===== src/rtl/pipe_adder_if.sv =====
// Operand/result handshake bundle for pipe_adder.
// The master drives operands and out_ready. The slave returns the result and in_ready.
interface pipe_adder_if #(
  parameter int unsigned WIDTH = 8
) ();
  logic             in_valid;
  logic             in_ready;
  logic [WIDTH-1:0] a;
  logic [WIDTH-1:0] b;
  logic             cin;
  logic             sub;
  logic             out_valid;
  logic             out_ready;
  logic [WIDTH-1:0] sum;
  logic             carry;
  logic             ovf;

  modport master (
    output in_valid, a, b, cin, sub, out_ready,
    input  in_ready, out_valid, sum, carry, ovf
  );

  modport slave (
    input  in_valid, a, b, cin, sub, out_ready,
    output in_ready, out_valid, sum, carry, ovf
  );
endinterface


===== src/rtl/pipe_adder.sv =====
// Adder/subtractor pipelined by bit slice, with a valid/ready handshake.
// Stage k adds slice k using the carry registered by stage k-1. The last stage is the output register.
module pipe_adder #(
  parameter int unsigned WIDTH  = 8,
  parameter int unsigned STAGES = 2
) (
  input logic         clk,
  input logic         rst,
  pipe_adder_if.slave bus
);
  localparam int unsigned CHUNK = WIDTH / STAGES;
  localparam int unsigned LAST  = STAGES - 1;

  logic              adv;
  logic [STAGES-1:0] vld_q;
  logic [STAGES-1:0] cy_q;
  logic [WIDTH-1:0]  a_q   [STAGES];
  logic [WIDTH-1:0]  eb_q  [STAGES];
  logic [WIDTH-1:0]  sum_q [STAGES];
  logic              ovf_q;

  // Lane k feeds stage k. Lane 0 comes from the ports, and lane k comes from stage k-1.
  logic [STAGES-1:0] x_v;
  logic [STAGES-1:0] x_c;
  logic [WIDTH-1:0]  x_a   [STAGES];
  logic [WIDTH-1:0]  x_eb  [STAGES];
  logic [WIDTH-1:0]  x_sum [STAGES];
  logic [STAGES-1:0] nxt_cy;
  logic [WIDTH-1:0]  nxt_sum [STAGES];
  logic              nxt_ovf;

  // Stage inputs and the per-slice add.
  always_comb begin
    adv    = !vld_q[LAST] || bus.out_ready;
    x_v    = '0;
    x_c    = '0;
    nxt_cy = '0;
    for (int k = 0; k < int'(STAGES); k++) begin
      x_a[k]     = '0;
      x_eb[k]    = '0;
      x_sum[k]   = '0;
      nxt_sum[k] = '0;
    end

    // Subtraction is handled as a + ~b + !cin.
    x_v[0]   = bus.in_valid;
    x_a[0]   = bus.a;
    x_eb[0]  = bus.sub ? ~bus.b : bus.b;
    x_c[0]   = bus.sub ? ~bus.cin : bus.cin;
    x_sum[0] = '0;
    for (int k = 1; k < int'(STAGES); k++) begin
      x_v[k]   = vld_q[k-1];
      x_a[k]   = a_q[k-1];
      x_eb[k]  = eb_q[k-1];
      x_sum[k] = sum_q[k-1];
      x_c[k]   = cy_q[k-1];
    end

    for (int k = 0; k < int'(STAGES); k++) begin
      nxt_sum[k] = x_sum[k];
      {nxt_cy[k], nxt_sum[k][k*CHUNK +: CHUNK]} =
          (CHUNK+1)'(x_a[k][k*CHUNK +: CHUNK]) +
          (CHUNK+1)'(x_eb[k][k*CHUNK +: CHUNK]) +
          (CHUNK+1)'(x_c[k]);
    end

    nxt_ovf = (x_a[LAST][WIDTH-1] == x_eb[LAST][WIDTH-1]) &&
              (nxt_sum[LAST][WIDTH-1] != x_a[LAST][WIDTH-1]);
  end

  // All stages shift together on adv. The output stage loads only when a valid result arrives.
  always_ff @(posedge clk or posedge rst) begin
    if (rst) begin
      vld_q <= '0;
      cy_q  <= '0;
      ovf_q <= 1'b0;
      for (int k = 0; k < int'(STAGES); k++) begin
        a_q[k]   <= '0;
        eb_q[k]  <= '0;
        sum_q[k] <= '0;
      end
    end else if (adv) begin
      vld_q <= x_v;
      for (int k = 0; k < int'(STAGES); k++) begin
        if (k != int'(LAST) || x_v[k]) begin
          a_q[k]   <= x_a[k];
          eb_q[k]  <= x_eb[k];
          sum_q[k] <= nxt_sum[k];
          cy_q[k]  <= nxt_cy[k];
        end
      end
      if (x_v[LAST]) ovf_q <= nxt_ovf;
    end
  end

  assign bus.in_ready  = adv;
  assign bus.out_valid = vld_q[LAST];
  assign bus.sum       = sum_q[LAST];
  assign bus.carry     = cy_q[LAST];
  assign bus.ovf       = ovf_q;
endmodule


===== src/flat_wrapper.sv =====
// flat-port wrapper written by rule: the top's interface ports become plain ports
module pipe_adder_flat 
#(
  parameter int unsigned WIDTH  = 8,
  parameter int unsigned STAGES = 2
)
  (clk, rst, bus_in_valid, bus_a, bus_b, bus_cin, bus_sub, bus_out_ready, bus_in_ready, bus_out_valid, bus_sum, bus_carry, bus_ovf);
  pipe_adder_if #(.WIDTH(WIDTH)) bus_i ();
  input logic clk;
  input logic rst;
  input wire logic [$bits(bus_i.in_valid)-1:0] bus_in_valid;
  input wire logic [$bits(bus_i.a)-1:0] bus_a;
  input wire logic [$bits(bus_i.b)-1:0] bus_b;
  input wire logic [$bits(bus_i.cin)-1:0] bus_cin;
  input wire logic [$bits(bus_i.sub)-1:0] bus_sub;
  input wire logic [$bits(bus_i.out_ready)-1:0] bus_out_ready;
  output wire logic [$bits(bus_i.in_ready)-1:0] bus_in_ready;
  output wire logic [$bits(bus_i.out_valid)-1:0] bus_out_valid;
  output wire logic [$bits(bus_i.sum)-1:0] bus_sum;
  output wire logic [$bits(bus_i.carry)-1:0] bus_carry;
  output wire logic [$bits(bus_i.ovf)-1:0] bus_ovf;
  assign bus_i.in_valid = bus_in_valid;
  assign bus_i.a = bus_a;
  assign bus_i.b = bus_b;
  assign bus_i.cin = bus_cin;
  assign bus_i.sub = bus_sub;
  assign bus_i.out_ready = bus_out_ready;
  assign bus_in_ready = bus_i.in_ready;
  assign bus_out_valid = bus_i.out_valid;
  assign bus_sum = bus_i.sum;
  assign bus_carry = bus_i.carry;
  assign bus_ovf = bus_i.ovf;
  pipe_adder #(.WIDTH(WIDTH), .STAGES(STAGES)) u_core (.clk(clk), .rst(rst), .bus(bus_i));
endmodule

===== config.mk =====
export PLATFORM = sky130hd
export DESIGN_NAME = pipe_adder_flat
export DESIGN_NICKNAME = d
export VERILOG_FILES = /design/src/rtl/pipe_adder_if.sv /design/src/rtl/pipe_adder.sv /design/src/flat_wrapper.sv
export SDC_FILE = /design/constraint.sdc
export NUM_CORES = 1
export LEC_CHECK = 0
export CAP_MARGIN = 30
export CORE_UTILIZATION = 45
export CTS_CLUSTER_DIAMETER = 200
export DETAILED_ROUTE_END_ITERATION = 6
export HOLD_SLACK_MARGIN = 0.06
export PLACE_DENSITY_LB_ADDON = 0.12
export SETUP_SLACK_MARGIN = 0.1
export SYNTH_ARGS = -nofsm -noshare
export SYNTH_HDL_FRONTEND = slang
export SYNTH_SLANG_ARGS = --single-unit

===== constraint.sdc =====
create_clock -name clk -period 2.2 [get_ports clk]
set_input_delay 0.44 -clock clk [delete_from_list [all_inputs] [get_ports clk]]
set_output_delay 0.44 -clock clk [all_outputs]
set_load 0.005 [all_outputs]

# After elaboration in Yosys (flattened, before gate mapping)
# Cells that the tools add are included.
[totals]
ff_bits = 33
input_bits = 22
wordCells = 22
out_inout_bits = 12
[classes]
addsub = 4
n_eq_ne = 2
reduce_logical = 4
mux = 2
bitwise = 2
[ops]
columns = ["op", "count"]
rows = [
  ["$add 4x4->5", 2],
  ["$add 5x1->5", 2],
  ["$mux 8", 1],
  ["$not 8->8", 1],
  ["$reduce_and 2->1", 1],
  ["$eq 1x1->1", 1],
  ["$logic_and 1x1->1", 1],
  ["$logic_not 1->1", 1],
  ["$logic_or 1x1->1", 1],
  ["$mux 1", 1],
  ["$ne 1x1->1", 1],
  ["$not 1->1", 1],
]

# Depth between registers and ports, before layout
# Gate-level depths: netlist of run 1.
[logic_depth]
depth_word = 4
ltp_mapped = 7
mapped_depth_nobuf = 6

# Least setup slack after synthesis of run 1
# No wires, ideal clock.
[synth_timing]
kind = "in2reg"
from = "in bus_sub"
to = "reg u_core.cy_q[0]"
slack_ps = 72
arrival_ps = 2002
setup_time_ps = 126
t_required_ps = 2074
path_buffers = 1
stages = 7
cell_sequence = "buf_2 xor2_1 fa_1 fa_1 a21o_1 a21oi_1 a21oi_1"
[synth_via]
elab_chain_len = 3
word_cells_on_any_way = 4
classes_between = "add/sub: 2; mux: 2"
[synth_lines]
columns = ["item", "line_no", "source"]
rows = [
  ["start: declaration", "flat_wrapper.sv:15", "input wire logic [$bits(bus_i.sub)-1:0] bus_sub;"],
  ["$mux 8", "pipe_adder.sv:48", "x_eb[0] = bus.sub ? ~bus.b : bus.b;"],
  ["$add 4x4->5", "pipe_adder.sv:62", "(CHUNK+1)'(x_a[k][k*CHUNK +: CHUNK]) +"],
  ["$add 5x1->5 (*)", "pipe_adder.sv:63", "(CHUNK+1)'(x_eb[k][k*CHUNK +: CHUNK]) +"],
  ["end signal: indexed assignment", "pipe_adder.sv:89", "cy_q[k] <= nxt_cy[k];"],
  ["end: declaration", "pipe_adder.sv:16", "logic [STAGES-1:0] cy_q;"],
]
# Every way passes the cells marked *; elsewhere a longest branch is shown, timed or not.
# A chain may end at the register's enable or synchronous reset.

# Worst setup path after layout of run 1
[layout_timing]
from = "in bus_out_ready"
to = "out bus_in_ready"
[layout_via]
elab_chain_len = 1
[layout_lines]
columns = ["item", "line_no", "source"]
rows = [
  ["start: declaration", "flat_wrapper.sv:16", "input wire logic [$bits(bus_i.out_ready)-1:0] bus_out_ready;"],
  ["$logic_or 1x1->1", "pipe_adder.sv:34", "adv = !vld_q[LAST] || bus.out_ready;"],
  ["end: declaration", "flat_wrapper.sv:17", "output wire logic [$bits(bus_i.in_ready)-1:0] bus_in_ready;"],
]
# No other way between the ends.

==> run summary, run 1 <==
=======================================================================================
Clock buffer depth                                                                    2
Clock latency of the later-clocked register in the worst-skew pair              0.31 ns
Hold crit path type                                                        input port to async pin
# nets final                                                                        200
Maximum number of pins on one net before global-route repair                         26
Clock transition at the registers of the reported paths                         0.14 ns
Worst Reg-to-Reg Cells                                                                4
Via count                                                                         1,025
Antenna viol nets, final                                                              0
Number of setup buffers added after CTS                                               0
Post-route setup TNS                                                               0 ns
Reg2Reg Capture Point                                                      u_core.bus.sum[5]
Post-route clock skew                                                         0.0134 ns
Count of buffers inserted at the top-level ports                                     33
Starting density of the core                                                      47.7%
Layout fillers                                                                      238
Worst Path Class, Setup                                                    input port to output pin
Number of max-cap violations                                                          0
Vertical die dimension                                                          56.1 um
Diodes inserted                                                                       0
Shortest period the worst path allows                                           2.02 ns
Internal power of the cells                                                   0.00103 W
Max Transition Viols Final                                                            0
Period utilization                                                                91.8%
Beginning of the critical path                                             bus_out_ready
Capturing element type of the critical path                                  output pin
CORE AREA                                                                    2760 sq um
Sequential power share                                                            45.5%
Startpoint of the worst register-to-register path                          u_core.eb_q[12]
Clock power frac                                                                  13.7%
CTS tree                                                                            yes
Remaining max-slew budget at the tightest pin                                     79.0%
Hold WS                                                                        0.457 ns
Antenna violations before repair                                                      0
Share of final-layout standard cells stronger than drive strength 1               13.2%
Detailed Route WL                                                               2510 um
Commonest cells after routing, fill and taps aside                         clkdlybuf4s50_1 (32), dfrtp_1 (25), nand2_1 (23)
Placed insts                                                                        194
Number of iterations in the first detailed-routing pass                               4
GP Congestion                                                                     0.745
Required time worst endpoint                                                    1.76 ns
DRC Markers                                                                           0
CTS buffer count                                                                      3
Dpl hpwl                                                                        1940 um
Mean routed wirelength per cell                                                 12.7 um
Static leakage power                                                           0.802 nW
Flip-flop and latch count after synthesis                                            25
F_max                                                                           495 MHz
Cell area after placement                                                    1730 sq um
Transition at the pin with the smallest max-transition slack                   0.311 ns
Data arrival time of the critical path                                          1.58 ns
Vias/cell                                                                          5.18
Synth Area per Inst                                                          10.5 sq um
Result of the run                                                             completed
Remaining Overflow, GRT                                                               0
Number of violations reported at the end of detailed-routing iteration 0             16
Post-layout instance area                                                    1760 sq um
Cell variety after synth                                                             27
Hold Buf Count CTS                                                                    0
Net switching power                                                          0.000442 W
Sequential area share after synthesis                                             47.6%
Most frequent standard cell in the layout excluding fill and tap cells     clkdlybuf4s50_1
Yosys warning count                                                                   0
Netlist area before placement                                                1320 sq um
Worst reg-to-reg setup slack                                                    0.57 ns
Cell chosen for the clock root                                                 clkbuf_4
I/O pin count                                                                        34
Crit path max fanout                                                                  3
Horiz. Die Dim                                                                  56.1 um
Global-route wire length before repair                                          4420 um
Number of H-tree branching levels                                                     1
RSZ-0062 raised after global routing                                                 no
Proportion of total power due to net switching                                    30.0%
Count of non-filler cells in the finished layout                                    198
Clk sink count                                                                       25
Final Hold Violating Endpoints                                                        0
Post-Synthesis Net Count                                                            157
Total Power Consumption                                                       0.00147 W
Count of mapped cells out of synthesis                                              125
Kind of start point of the critical path                                     input port
Combinational share of power                                                      40.8%
Power per cell area                                                         840 nW/um^2
Total Routing Usage GR                                                            17.9%
Count of endpoints failing setup in the final report                                  0
Peak supply drop                                                                 513 uV
Number of global-route vias before repair                                         1,024
Layout overhead on the synthesized area                                           33.5%
Die area                                                                     3140 sq um
Placement Rows                                                                       19
=======================================================================================
## cells in the mapped netlist
library cell	number	share of area, %
dfrtp_1	25	48
fa_1	4	6.1
o21ai_0	14	5.3
inv_2	1	0.29
mux2_2	5	4.3
nand2_1	23	6.6
buf_6	1	0.86
nor2b_4	1	1.0
a211oi_1	2	1.1
o31ai_1	1	0.57
nand3_1	2	0.76
mux2i_1	1	0.76
nor2_1	1	0.29
a21o_1	2	1.1
nor2b_1	2	0.95
nor3_1	1	0.38
ha_1	6	5.7
o41ai_1	1	0.67
or4_1	1	0.57
a21boi_0	2	1.1
nand2_2	1	0.48
buf_2	3	1.1
xnor2_1	4	2.7
xor2_1	7	4.7
a21oi_1	6	2.3
inv_1	7	2.0
o2111ai_1	1	0.67
## cell type report
cell class / instances / area [sq um] / area share [%]
clock buffer: 4 / 26.3 / 1.50
inverter: 8 / 30.0 / 1.71
multi-input combinational: 88 / 638 / 36.4
sequential: 25 / 626 / 35.6
tap: 31 / 38.8 / 2.21
timing repair buffer: 42 / 397 / 22.6
## kinds of logic (layout without fill, tap and decap cells)
| kind of cell | count (synthesis) | after routing | share of synthesized area (%) |
|---|---|---|---|
| buffers and inverters | 12 | 54 | 4.28 |
| flip-flops | 25 | 25 | 47.6 |
| adder cells (fa/ha/maj) | 10 | 10 | 11.8 |
| AND/OR/NAND/NOR | 32 | 32 | 11.0 |
| AO/OA/AOI/OAI | 29 | 29 | 12.9 |
| XOR/XNOR | 11 | 11 | 7.33 |
| multiplexers | 6 | 6 | 5.04 |
## registers in the layout (all words and copies together), names as in the netlist
name	cells
u_core.a_q	4
u_core.vld_q	2
u_core.bus.sum	8
u_core.bus.ovf	1
u_core.cy_q	2
u_core.eb_q	4
u_core.nxt_sum	4
## how the worst max path moves through the flow
| stage | to | cells past startpoint |
|---|---|---|
| 3_5_place_dp | u_core.cy_q[0] | 7 |
| 4_1_cts | bus_in_ready | 4 |
| 6_report | bus_in_ready | 4 |
| 3_3_place_gp | u_core.cy_q[0] | 7 |
| 2_1_floorplan | u_core.cy_q[0] | 7 |
| 5_1_grt | bus_in_ready | 4 |
## per-stage QoR
step	utilization, %	worst slack (ns)
floorplan	-	0.120
global placement	62.7	-0.234
detailed placement	62.7	-0.300
CTS	63.7	0.166
global route	63.7	0.140
finish	63.7	0.180
## power by group through the flow
stage          combinational [W]  sequential [W]  clock [W]
4_1_cts                 0.000611        0.000674   0.000207
5_1_grt                 0.000667        0.000689   0.000227
2_1_floorplan           0.000293        0.000680          0
3_3_place_gp            0.000595        0.000674          0
3_5_place_dp            0.000608        0.000685          0
6_report                0.000602        0.000671   0.000202
## timing repair
item                                    CTS  global route
endpoints found under the hold margin     0             0
gates resized for setup                   2             0
endpoints found under the setup margin    2             0
## critical path, cell delays in order
cell	delay [ns]
clkdlybuf4s50_1	0.51
nor2b_4	0.05
inv_2	0.07
clkdlybuf4s50_1	0.50
## per-layer routing
| layer | track usage [%] | up-vias | wire, um |
|---|---|---|---|
| met5 | 0 | - | 0 |
| met4 | 5.23 | 0 | 23 |
| met3 | 2.09 | 2 | 95 |
| met2 | 33.3 | 25 | 1320 |
| met1 | 21.5 | 494 | 1070 |
| li1 | - | 504 | - |
Power figures use the tool's default switching activity.
==> run 2: changes to the inputs <==
Settings changed: CORE_ASPECT_RATIO set to 0.5.
==> run 2 against run 1 <==
Net effect:
- clock power rose by 32%
- sequential share of layout area shrank 0.33 points
- hold slack improved by 0.014 ns
- first-iteration DRC count grew 19%
- cell count increased by 2.0%
==> run summary, run 2 (same netlist as run 1, synthesis figures left out) <==
=======================================================================================
Clock buffer depth                                                                    2   unchanged
Post-route setup TNS                                                               0 ns   unchanged
CORE AREA                                                                    2680 sq um   was 2760 sq um
DRC Markers                                                                           0   unchanged
Clock latency of the later-clocked register in the worst-skew pair              0.27 ns   was 0.31 ns
Period utilization                                                                91.0%   was 91.8%
CTS tree                                                                            yes   unchanged
Commonest cells after routing, fill and taps aside                         clkdlybuf4s50_1 (32), dfrtp_1 (25), nand2_1 (23)   unchanged
Peak supply drop                                                                 386 uV   was 513 uV
Horiz. Die Dim                                                                  78.5 um   was 56.1 um
Cell chosen for the clock root                                                 clkbuf_8   was clkbuf_4
Cell-by-cell trace of the critical path                                    clkdlybuf4s50_1, nor2b_4, inv_2, clkdlybuf4s50_1   unchanged
Hold crit path type                                                        register to register   was input port to async pin
CP most frequent cell                                                      clkdlybuf4s50_1   unchanged
Largest delay share family, worst path                                     buffers and inverters   unchanged
Stage delay of the slowest cell on the critical path                            0.50 ns   was 0.51 ns
Shortest period the worst path allows                                           2.00 ns   was 2.02 ns
Data arrival time of the critical path                                          1.56 ns   was 1.58 ns
Starting density of the core                                                      49.0%   was 47.7%
Result of the run                                                             completed   unchanged
Post-layout instance area                                                    1770 sq um   was 1760 sq um
Internal power of the cells                                                   0.00109 W   was 0.00103 W
# nets final                                                                        198   was 200
Power per cell area                                                         863 nW/um^2   was 840 nW/um^2
Number of H-tree branching levels                                                     1   unchanged
Via count                                                                           991   was 1,025
Final Hold Violating Endpoints                                                        0   unchanged
Antenna viol nets, final                                                              0   unchanged
Hold Buf Count CTS                                                                    0   unchanged
Cell area after placement                                                    1720 sq um   was 1730 sq um
Final cell utilization of the core                                                66.0%   was 63.7%
Number of iterations in the first detailed-routing pass                               4   unchanged
Die area                                                                     3160 sq um   was 3140 sq um
Number of max-cap violations                                                          0   unchanged
Number of global-route vias before repair                                           936   was 1,024
Share of final-layout standard cells stronger than drive strength 1               13.3%   was 13.2%
Proportion of total power due to net switching                                    29.0%   was 30.0%
Dpl hpwl                                                                        1760 um   was 1940 um
Maximum number of pins on one net before global-route repair                         26   unchanged
Placement Rows                                                                       13   was 19
Kind of start point of the critical path                                     input port   unchanged
Layout overhead on the synthesized area                                           34.7%   was 33.5%
Largest register FFs                                                                  8   unchanged
Highest-delay cell along the critical path                                 clkdlybuf4s50_1   unchanged
Combinational share of power                                                      38.9%   was 40.8%
Sequential power share                                                            43.7%   was 45.5%
Static leakage power                                                           0.804 nW   was 0.802 nW
F_max                                                                           499 MHz   was 495 MHz
Vertical die dimension                                                          40.2 um   was 56.1 um
Capturing element type of the critical path                                  output pin   unchanged
CTS buffer count                                                                      3   unchanged
Placed insts                                                                        198   was 194
Worst path setup slack after routing                                           0.197 ns   was 0.180 ns
Worst path buffer plus inverter count                                                 3   unchanged
Diodes inserted                                                                       0   unchanged
Post-Place Worst Slack                                                        -0.246 ns   was -0.300 ns
Clock power frac                                                                  17.4%   was 13.7%
Net switching power                                                          0.000444 W   was 0.000442 W
Max Transition Viols Final                                                            0   unchanged
Crit path max fanout                                                                  3   unchanged
Total Routing Usage GR                                                            17.3%   was 17.9%
Required time worst endpoint                                                    1.76 ns   about the same
I/O pin count                                                                        34   unchanged
Count of buffers inserted at the top-level ports                                     33   unchanged
Post-route clock skew                                                        0.00487 ns   was 0.0134 ns
Global-route wire length before repair                                          4010 um   was 4420 um
Worst Path Class, Setup                                                    input port to output pin   unchanged
Most frequent standard cell in the layout excluding fill and tap cells     clkdlybuf4s50_1   unchanged
GP Congestion                                                                     0.750   was 0.745
Count of non-filler cells in the finished layout                                    202   was 198
RSZ-0062 raised after global routing                                                 no   unchanged
Mean routed wirelength per cell                                                 11.3 um   was 12.7 um
Clock transition at the registers of the reported paths                         0.08 ns   was 0.14 ns
Remaining max-slew budget at the tightest pin                                     79.6%   was 79.0%
Cts repair resizes                                                                    2   unchanged
Number of setup buffers added after CTS                                               0   unchanged
Vias/cell                                                                          4.91   was 5.18
Antenna violations before repair                                                      0   unchanged
Transition at the pin with the smallest max-transition slack                   0.306 ns   was 0.311 ns
Remaining Overflow, GRT                                                               0   unchanged
Number of violations reported at the end of detailed-routing iteration 0             19   was 16
Count of endpoints failing setup in the final report                                  0   unchanged
Detailed Route WL                                                               2280 um   was 2510 um
Clk sink count                                                                       25   unchanged
=======================================================================================
run 2: cell count changes in the layout (fill, tap and decap cells not counted), sizes merged:
cell,before,now
clkinv,0,1
buf,9,7
clkbuf,4,3
run 2: worst paths after layout:
kind	from	end	slack, ns	cells past startpoint
max in group asynchronous	rst	u_core.a_q[14]	1.45	3
min in group asynchronous	rst	u_core.vld_q[1]	0.51	3
setup / recovery	bus_out_ready	bus_in_ready	0.20	4
hold reg to reg	u_core.nxt_sum[0]	u_core.nxt_sum[0]	0.47	2
setup reg to reg	u_core.eb_q[12]	u_core.bus.sum[5]	0.58	4
hold / removal	u_core.nxt_sum[0]	u_core.nxt_sum[0]	0.47	2
run 2: worst min-delay path: stages, from the launching register on:
cell	delay, ns
dfrtp_1	0.34
nand2_1	0.05
nand2_1	0.05
run 2: per-layer routing:
| layer | vias up | GRT usage [%] | wire (um) |
|---|---|---|---|
| li1 | 500 | - | - |
| met1 | 468 | 20.6 | 1010 |
| met2 | 23 | 33.6 | 1180 |
| met3 | 0 | 4.77 | 85 |
| met4 | 0 | 2.78 | 0 |
| met5 | - | 0 | 0 |
run 2: layout make-up:
| class | instances | area [sq um] |
|---|---|---|
| sequential | 25 | 626 |
| clock buffer | 3 | 41.3 |
| inverter | 8 | 30.0 |
| fill | 222 | 912 |
| timing repair buffer | 40 | 382 |
| multi-input combinational | 88 | 642 |
| tap | 37 | 46.3 |
| clock inverter | 1 | 5.00 |
run 2: power by group through the flow:
stage	logic [W]	clock network (W)	registers, W
3_5_place_dp	0.000598	0	0.000681
3_3_place_gp	0.000585	0	0.000679
2_1_floorplan	0.000293	0	0.000680
5_1_grt	0.000667	0.000297	0.000688
4_1_cts	0.000602	0.000275	0.000671
6_report	0.000595	0.000266	0.000668
run 2: per-stage QoR:
step | hold slack (ns) | total power [W]
2_1_floorplan | 0.435 | 0.000973
3_3_place_gp | 0.447 | 0.00126
3_5_place_dp | 0.458 | 0.00128
4_1_cts | 0.477 | 0.00155
5_1_grt | 0.521 | 0.00165
6_report | 0.471 | 0.00153
